[src/rtl/button_conditioner.sv]
// Two-channel push-button conditioner: synchronize, debounce, press pulses
// and optional auto-repeat. Ports: clk_clk, reset_reset_n, btn_raw_n[1:0]
// (active-low raw buttons), interrupbutton_pulse (ch0), hour_changer_pulse
// (ch1), btn_level[1:0] (debounced, 1 = pressed).
module button_conditioner #(
  parameter int         CLK_HZ          = 50000000,
  parameter int         DEBOUNCE_MS     = 20,
  parameter int         REPEAT_DELAY_MS = 500,
  parameter int         REPEAT_RATE_MS  = 100,
  parameter logic [1:0] REPEAT_EN       = 2'b10
) (
  input  logic       clk_clk,
  input  logic       reset_reset_n,
  input  logic [1:0] btn_raw_n,
  output logic       interrupbutton_pulse,
  output logic       hour_changer_pulse,
  output logic [1:0] btn_level
);

  localparam int DB_CYC = CLK_HZ / 1000 * DEBOUNCE_MS;
  localparam int RD_CYC = CLK_HZ / 1000 * REPEAT_DELAY_MS;
  localparam int RR_CYC = CLK_HZ / 1000 * REPEAT_RATE_MS;
  localparam int T_MAX  = (RD_CYC > RR_CYC) ? RD_CYC : RR_CYC;
  localparam int DBW    = $clog2(DB_CYC);
  localparam int TW     = $clog2(T_MAX);

  typedef enum logic [1:0] {
    S_IDLE,
    S_DELAY,
    S_REPEAT
  } state_t;

  logic [1:0] pulse;
  logic [1:0] level;

  for (genvar c = 0; c < 2; c++) begin : g_ch
    logic [1:0]     sync;
    logic           stable;
    logic [DBW-1:0] cnt;
    logic [TW-1:0]  tmr;
    state_t         st;
    logic           pls;
    logic           seen;
    logic           flip;

    // synchronized level, converted to active-high
    assign seen = ~sync[1];
    // last mismatch cycle of a full debounce window
    assign flip = (seen != stable) &&
                  (cnt == DBW'(DB_CYC - 1));

    always_ff @(posedge clk_clk or negedge reset_reset_n) begin
      if (!reset_reset_n) begin
        sync   <= 2'b11;
        stable <= 1'b0;
        cnt    <= '0;
        tmr    <= '0;
        st     <= S_IDLE;
        pls    <= 1'b0;
      end else begin
        sync <= {sync[0], btn_raw_n[c]};
        pls  <= 1'b0;

        if (seen == stable) begin
          cnt <= '0;
        end else if (flip) begin
          cnt    <= '0;
          stable <= seen;
        end else begin
          cnt <= cnt + 1'b1;
        end

        if (flip && seen) begin
          pls <= 1'b1;
          tmr <= '0;
          st  <= REPEAT_EN[c] ? S_DELAY : S_IDLE;
        end else if (flip) begin
          // release wins over a timer expiring on the same edge
          tmr <= '0;
          st  <= S_IDLE;
        end else begin
          unique case (st)
            S_IDLE: tmr <= '0;
            S_DELAY: begin
              if (tmr == TW'(RD_CYC - 1)) begin
                pls <= 1'b1;
                tmr <= '0;
                st  <= S_REPEAT;
              end else begin
                tmr <= tmr + 1'b1;
              end
            end
            S_REPEAT: begin
              if (tmr == TW'(RR_CYC - 1)) begin
                pls <= 1'b1;
                tmr <= '0;
              end else begin
                tmr <= tmr + 1'b1;
              end
            end
            default: begin
              tmr <= '0;
              st  <= S_IDLE;
            end
          endcase
        end
      end
    end

    assign pulse[c] = pls;
    assign level[c] = stable;
  end

  assign interrupbutton_pulse = pulse[0];
  assign hour_changer_pulse   = pulse[1];
  assign btn_level            = level;

endmodule
[config.mk]
export PLATFORM = sky130hd
export DESIGN_NAME = button_conditioner
export DESIGN_NICKNAME = d
export VERILOG_FILES = /design/src/rtl/button_conditioner.sv
export SDC_FILE = /design/constraint.sdc
export NUM_CORES = 1
export LEC_CHECK = 0
export CAP_MARGIN = 20
export CORE_ASPECT_RATIO = 0.8
export CORE_UTILIZATION = 42
export CTS_CLUSTER_DIAMETER = 150
export DETAILED_ROUTE_END_ITERATION = 12
export HOLD_SLACK_MARGIN = 0.05
export PLACE_DENSITY = 0.67
export SYNTH_ARGS = -nofsm -noshare
export SYNTH_HDL_FRONTEND = slang
export SYNTH_SLANG_ARGS = --single-unit
export TNS_END_PERCENT = 1
[constraint.sdc]
create_clock -name clk_clk -period 2.1 [get_ports clk_clk]
set_clock_uncertainty 0.05 [all_clocks]
set_input_delay 0.525 -clock clk_clk [delete_from_list [all_inputs] [get_ports clk_clk]]
set_output_delay 0.525 -clock clk_clk [all_outputs]
set_load 0.03 [all_outputs]
==> results of run 1 <==
## layout by cell type, fill, tap and decap left out, drive strengths merged, types with 2 or more instances in the layout
master         netlist  layout
a21oi                2       2
nand4b               2       2
nor3                12      12
dfrtp               71      71
dfstp                4       4
or4                  8       8
o21ai                3       3
nand3b               2       2
and4                 5       5
nor4bb               2       2
buf                  5      34
xnor2               32      32
nand2b               2       2
nand2               27      27
or2                  2       2
nand3               24      24
clkbuf               5       9
o21a                 2       2
nand4               13      13
and3                 7       7
clkdlybuf4s50        0       5
ha                   6       6
inv                 13      17
a2bb2oi              2       2
xor2                28      28
and2                 5       5
nor4                 9       9
nor2                77      77
## cell usage after synthesis (all sizes together)
library cell and count:
nor4 9, clkbuf 5, ha 6, buf 5, nand4 13, xnor2 32, o21ai 3, or4 8
a2bb2oi 2, nand3b 2, nor4bb 2, nor2 77, nor3 12, a211oi 1, or2 2, o311ai 1
and2 5, inv 13, dfrtp 71, nand3 24, and3 7, or3 1, o221ai 1, dfstp 4
nand2b 2, nand2 27, o32ai 1, o21a 2, a21oi 2, and4 5, nand4b 2, o31a 1
or4b 1, xor2 28
## where the power goes
group / total, mW / internal, mW / switching, mW / leakage [nW]
Sequential: 1.47 / 1.46 / 0.0109 / 1.03
Combinational: 0.0817 / 0.0311 / 0.0505 / 0.668
Clock: 1.16 / 0.571 / 0.591 / 0.103
Total: 2.71 / 2.06 / 0.653 / 1.80
## cells by family after synthesis
logic type               after synthesis  share of synthesized area [%]
AND/OR/NAND/NOR                      199                           26.6
flip-flops                            75                           50.8
XOR/XNOR                              60                           14.2
buffers and inverters                 23                           2.97
AO/OA/AOI/OAI                         14                           3.38
adder cells (fa/ha/maj)                6                           2.03
## metrics by stage
step	setup WS, ps	hold WS, ps	TNS [ps]
after detailed placement	-78.5	298	-1690
after floorplan	-42.7	179	-865
after CTS	-104	310	-2330
after global routing	-202	312	-4830
after global placement	-48.4	296	-903
final	-118	309	-2700
## worst max-delay path by stage
stage / from / slack, ps / to
after floorplan: g_ch[1].tmr[15]$_DFF_PN0_ / -40 / g_ch[1].tmr[20]$_DFF_PN0_
after global placement: g_ch[1].tmr[16]$_DFF_PN0_ / -50 / hour_changer_pulse$_DFF_PN0_
after detailed placement: g_ch[1].tmr[20]$_DFF_PN0_ / -80 / hour_changer_pulse$_DFF_PN0_
after CTS: g_ch[1].tmr[15]$_DFF_PN0_ / -100 / g_ch[1].tmr[15]$_DFF_PN0_
after global routing: g_ch[1].tmr[15]$_DFF_PN0_ / -200 / g_ch[1].tmr[23]$_DFF_PN0_
final: g_ch[1].tmr[15]$_DFF_PN0_ / -120 / g_ch[1].tmr[20]$_DFF_PN0_
## worst max-delay path, delay by kind of cell (launching register included)
kind / cells / cell delay [ps]
AOI/OAI and AO/OA: 2 / 410
buffers and inverters: 1 / 200
DFF: 1 / 390
and+or+nand+nor: 3 / 1060
## state kept, by name (all words and copies together) (netlist names)
register / cells
g_ch.cnt: 40
hour_changer_pulse: 1
g_ch.sync: 4
g_ch.tmr: 25
g_ch.stable: 2
g_ch.st: 2
interrupbutton_pulse: 1
## routing by layer
metal / track usage, % / routed length, um / share of wire [%]
met1: 23.3 / 3570 / 53
met2: 25.0 / 2940 / 43
met3: 5.24 / 208 / 3.1
met4: 4.11 / 58 / 0.85
met5: 0 / 0 / 0
## final cells by class
type / instances / share of cell area, %
clock buffers: 9 / 2.83
clock inverters: 7 / 1.91
inverters: 13 / 1.11
multi-input cells: 279 / 39.4
flip-flops and latches: 75 / 43.0
well taps: 112 / 3.20
repair buffers: 41 / 8.63
## timing repair
action	CTS	global route
hold buffers	1	0
endpoints found under the setup margin	27	29
hold endpoints to repair	13	0
gates resized for setup	2	3
pin swaps	2	0
==> impl_metrics.tcl, run 1 <==
set metrics [dict create \
    gr-total-overflow 0 \
    cts.reportedPaths.clkPinSlew_ps 80 \
    rows 30 \
    core_area_um2 8520 \
    nFillCells 741 \
    globalplace.congestion 0.832 \
    syn_avg_cell_area_um2 9.82 \
    cap_violations 0 \
    postCtsSetupRepairBufs 0 \
    finalWirelength_um 6790 \
    reg2reg_from "g_ch[1].tmr[15]$_DFF_PN0_" \
    yosys_warnings 0 \
    htreeDepth 3 \
    ioPinCount 8 \
    cp_cell_sequence "or4_4 -> or4_4 -> o21a_1 -> o221ai_4 -> buf_12 -> nor2_1" \
    die_h_um 86.0 \
    slowest_delay_ps 530 \
    dieArea_um2 9200 \
    drc_errors 0 \
    fmax_mhz 451 \
    worstPathRequired_ps 2290 \
    rr_worst_depth 6 \
    synth.distinct_cells 39 \
    grt_max_degree 34 \
    die_w_um 107 \
    status "finished, violations left" \
    dp_cells 519 \
    fin_crit_sh_pct 106 \
    power_density_nw_per_um2 620 \
    fin_nets 429 \
    final_cell_area_um2 4380 \
    first_pass_iters 4 \
    power_mw 2.71 \
    grt_pass1_vias 2560 \
    setup.worst_path.end_class "register" \
    drt_first_iter_violations 113 \
    whs_path_depth 0 \
    cts_tree "done" \
    hold_class "reg2reg" \
    min_period_ps 2220 \
    rrSetupSlack_ps -120 \
    hold_path_end "g_ch[1].sync[1]$_DFF_PN1_" \
    cts-root-buf "clkbuf_8" \
    crit_path_max_fanout 25 \
    layoutNonFillerInstCount 536 \
    yosys.area.top_type_share_pct 48.0 \
    cp.arrival_ps 2410 \
    critPathLaunchType "register" \
    ys_top_cells_by_area "dfrtp_1, nor2_1, xnor2_1, xor2_1, nand3_1" \
    clock_latency_ps 370 \
    final-setup-viol-count 27 \
    track_usage_pct 16.6 \
    r2r_end "g_ch[1].tmr[20]$_DFF_PN0_" \
    synth_nets 387 \
    netlist_area_um2 3700 \
    placed_cell_area_um2 4150 \
    via_count 2673 \
    regArea_um2 1880 \
    start_util_pct 43.5 \
    tightest_slew_ps 415 \
    synth_seq_cells 75 \
    final_util_pct 51.4 \
    syn_inst 377 \
    rsz0062_at_grt "yes" \
    antenna_found_initial 0 \
    place_hpwl_um 4800 \
    p_leak_nw 1.80 \
    hold_start "g_ch[1].sync[0]$_DFF_PN1_" \
    vias_per_cell 4.99 \
    drive_gt1_share_pct 15.1 \
    crit_type "reg2reg" \
    port_buffers 7 \
    cts_buffer_depth 2 \
    drv_slew 0 \
    ant_nets 0 \
    yosysSeqAreaShare_pct 50.8 \
    cts_made_buffers 9 \
    multi_input_area_um2 1720 \
    setup_ws_ps -118 \
    syn2layout_area_growth_pct 18.3 \
    grt_pass1_wl_um 12000 \
    hold_violations 0 \
    cts_sinks 75 \
    failed_checks "negative setup slack" \
    vdd_drop_max_v 0.000311 \
    antenna_cells 0 \
    maxSlewHeadroom_pct 72.3 \
    cp_common_cell "or4_4" \
    slowest_stage "or4_4" \
    synth_area_leader_cell "dfrtp_1" \
    post_drt_wl_per_cell_um 12.7 \
]
Note: power is estimated with default switching activity, not from simulation.
==> inputs of run 2 (changes only) <==
--- a/config.mk
+++ b/config.mk
@@ -5,13 +5,14 @@
 export SDC_FILE = /design/constraint.sdc
 export NUM_CORES = 1
 export LEC_CHECK = 0
-export CAP_MARGIN = 20
+export CAP_MARGIN = 15
 export CORE_ASPECT_RATIO = 0.8
 export CORE_UTILIZATION = 42
 export CTS_CLUSTER_DIAMETER = 150
 export DETAILED_ROUTE_END_ITERATION = 12
+export DONT_BUFFER_PORTS = 1
 export HOLD_SLACK_MARGIN = 0.05
-export PLACE_DENSITY = 0.67
+export PLACE_DENSITY = 0.66
 export SYNTH_ARGS = -nofsm -noshare
 export SYNTH_HDL_FRONTEND = slang
 export SYNTH_SLANG_ARGS = --single-unit
==> run 2 against run 1 <==
  * The run ends with negative hold slack, negative setup slack left
  * Clock power down 3%
  * Flip-flop and latch count did not move
  * Non-clock buffer count fell by 8
  * Setup slack better by 42 ps
  * Power is 3.0% lower
  * Critical path type unchanged
  * Largest power group unchanged
==> impl_metrics.tcl, run 2 (synthesis gave the netlist of run 1 again) <==
set metrics [dict create \
    status "finished, violations left" \
    failed_checks "negative hold slack, negative setup slack" \
    slowest_stage "or4_1" \
    maxSlewHeadroom_pct 72.3 \
    start_util_pct 43.5 \
    postCtsSetupRepairBufs 0 \
    finalWirelength_um 6840 \
    ioPinCount 8 \
    cts_buffer_depth 2 \
    cts_made_buffers 9 \
    drt_first_iter_violations 109 \
    power_density_nw_per_um2 616 \
    slowest_delay_ps 510 \
    post_drt_wl_per_cell_um 13.0 \
    final-setup-viol-count 28 \
    pre_cts_ws_ps -90.4 \
    reg2reg_from "g_ch[1].tmr[15]$_DFF_PN0_" \
    layoutNonFillerInstCount 527 \
    grt_pass1_vias 2670 \
    layout_common_cells "nor2_1, dfrtp_1, xnor2_1" \
    cts_sinks 75 \
    cp.arrival_ps 2350 \
    placed_cell_area_um2 4070 \
    antenna_found_initial 0 \
    min_period_ps 2180 \
    rrSetupSlack_ps -80 \
    setup.worst_path.end_class "register" \
    gr-total-overflow 0 \
    clock_latency_ps 340 \
    setup_ws_ps -75.5 \
    crit_type "reg2reg" \
    first_pass_iters 4 \
    crit_path_max_fanout 25 \
    grt_max_degree 76 \
    place_hpwl_um 4720 \
    final_common_cell "nor2_1" \
    dp_cells 512 \
    critPathLaunchType "register" \
    final_cell_area_um2 4280 \
    fmax_mhz 460 \
    grt_pass1_wl_um 12200 \
    largest_reg_flops 40 \
    vias_per_cell 5.07 \
    regMostFlops "g_ch.cnt" \
    cts_tree "done" \
    ant_nets 0 \
    tns_ps -1470 \
    top_regs "g_ch.cnt x40, g_ch.tmr x25, g_ch.sync x4" \
    p_leak_nw 1.75 \
    final_util_pct 50.2 \
    whs_ps -178 \
    rows 30 \
    track_usage_pct 16.8 \
    antenna_cells 0 \
    core_area_um2 8520 \
    critPathLaunch "g_ch[1].tmr[15]$_DFF_PN0_" \
    hold_violations 73 \
    vdd_drop_max_v 0.000353 \
    htreeDepth 3 \
    hold_class "in2async" \
    drive_gt1_share_pct 14.7 \
    power_mw 2.63 \
    fin_crit_sh_pct 104 \
    rsz0062_at_grt "yes" \
    drc_errors 0 \
    port_buffers 0 \
    cts-root-buf "clkbuf_8" \
    cts.reportedPaths.clkPinSlew_ps 80 \
    cp_cell_sequence "or4_1 -> or4_4 -> o21a_1 -> o221ai_4 -> buf_12 -> nor2_1" \
    cap_violations 0 \
    die_w_um 107 \
    tightest_slew_ps 415 \
    drv_slew 0 \
    globalplace.congestion 0.814 \
    fin_nets 421 \
    worstPathRequired_ps 2270 \
    dieArea_um2 9200 \
    die_h_um 86.0 \
    syn2layout_area_growth_pct 15.5 \
    via_count 2671 \
]
[run 2: worst paths after layout]
| check | end | depth (start not counted) |
|---|---|---|
| worst max-delay path | g_ch[1].tmr[11]$_DFF_PN0_ | 6 |
| worst min-delay path | g_ch[0].stable$_DFFE_PN0P_ | 0 |
| worst max register to register | g_ch[1].tmr[11]$_DFF_PN0_ | 6 |
| worst min register to register | g_ch[0].sync[1]$_DFF_PN1_ | 0 |
| max in group asynchronous | g_ch[1].sync[0]$_DFF_PN1_ | 0 |
| min in group clk_clk | g_ch[1].sync[0]$_DFF_PN1_ | 0 |
[run 2: layout make-up]
cell class | instances | area (um^2)
multi-input combinational | 279 | 1720
inverter | 13 | 48.8
timing repair buffer | 33 | 285
clock buffer | 11 | 151
fill | 769 | 4240
clock inverter | 4 | 48.8
sequential | 75 | 1880
tap | 112 | 140
[run 2: repair_timing]
item / CTS / global route
setup endpoints to repair: 28 / 28
pin swaps: 1 / 0
endpoints found under the hold margin: 75 / 75
resized for setup: 2 / 1
[run 2: worst max-delay path: cells and delay by family (launching register included)]
family,cells,cell delay (ps)
buffers and inverters,1,200
DFF,1,380
and+or+nand+nor,3,1030
AOI/OAI and AO/OA,2,410
[run 2: per-layer routing]
metal  vias to the layer above  global-route usage [%]  part of all wire, %
li1                       1347                       -                    -
met1                      1291                    22.5                   51
met2                        27                    26.5                   45
met3                         6                    4.71                  3.3
met4                         0                    4.98                 0.91
met5                         -                       0                    0
[run 2: report_power, final]
group | total, mW | leakage (nW) | switching [mW] | internal (mW)
combinational | 0.0430 | 0.615 | 0.0231 | 0.0199
clock | 1.12 | 0.106 | 0.511 | 0.608
sequential | 1.47 | 1.03 | 0.0109 | 1.46
total | 2.63 | 1.75 | 0.545 | 2.09
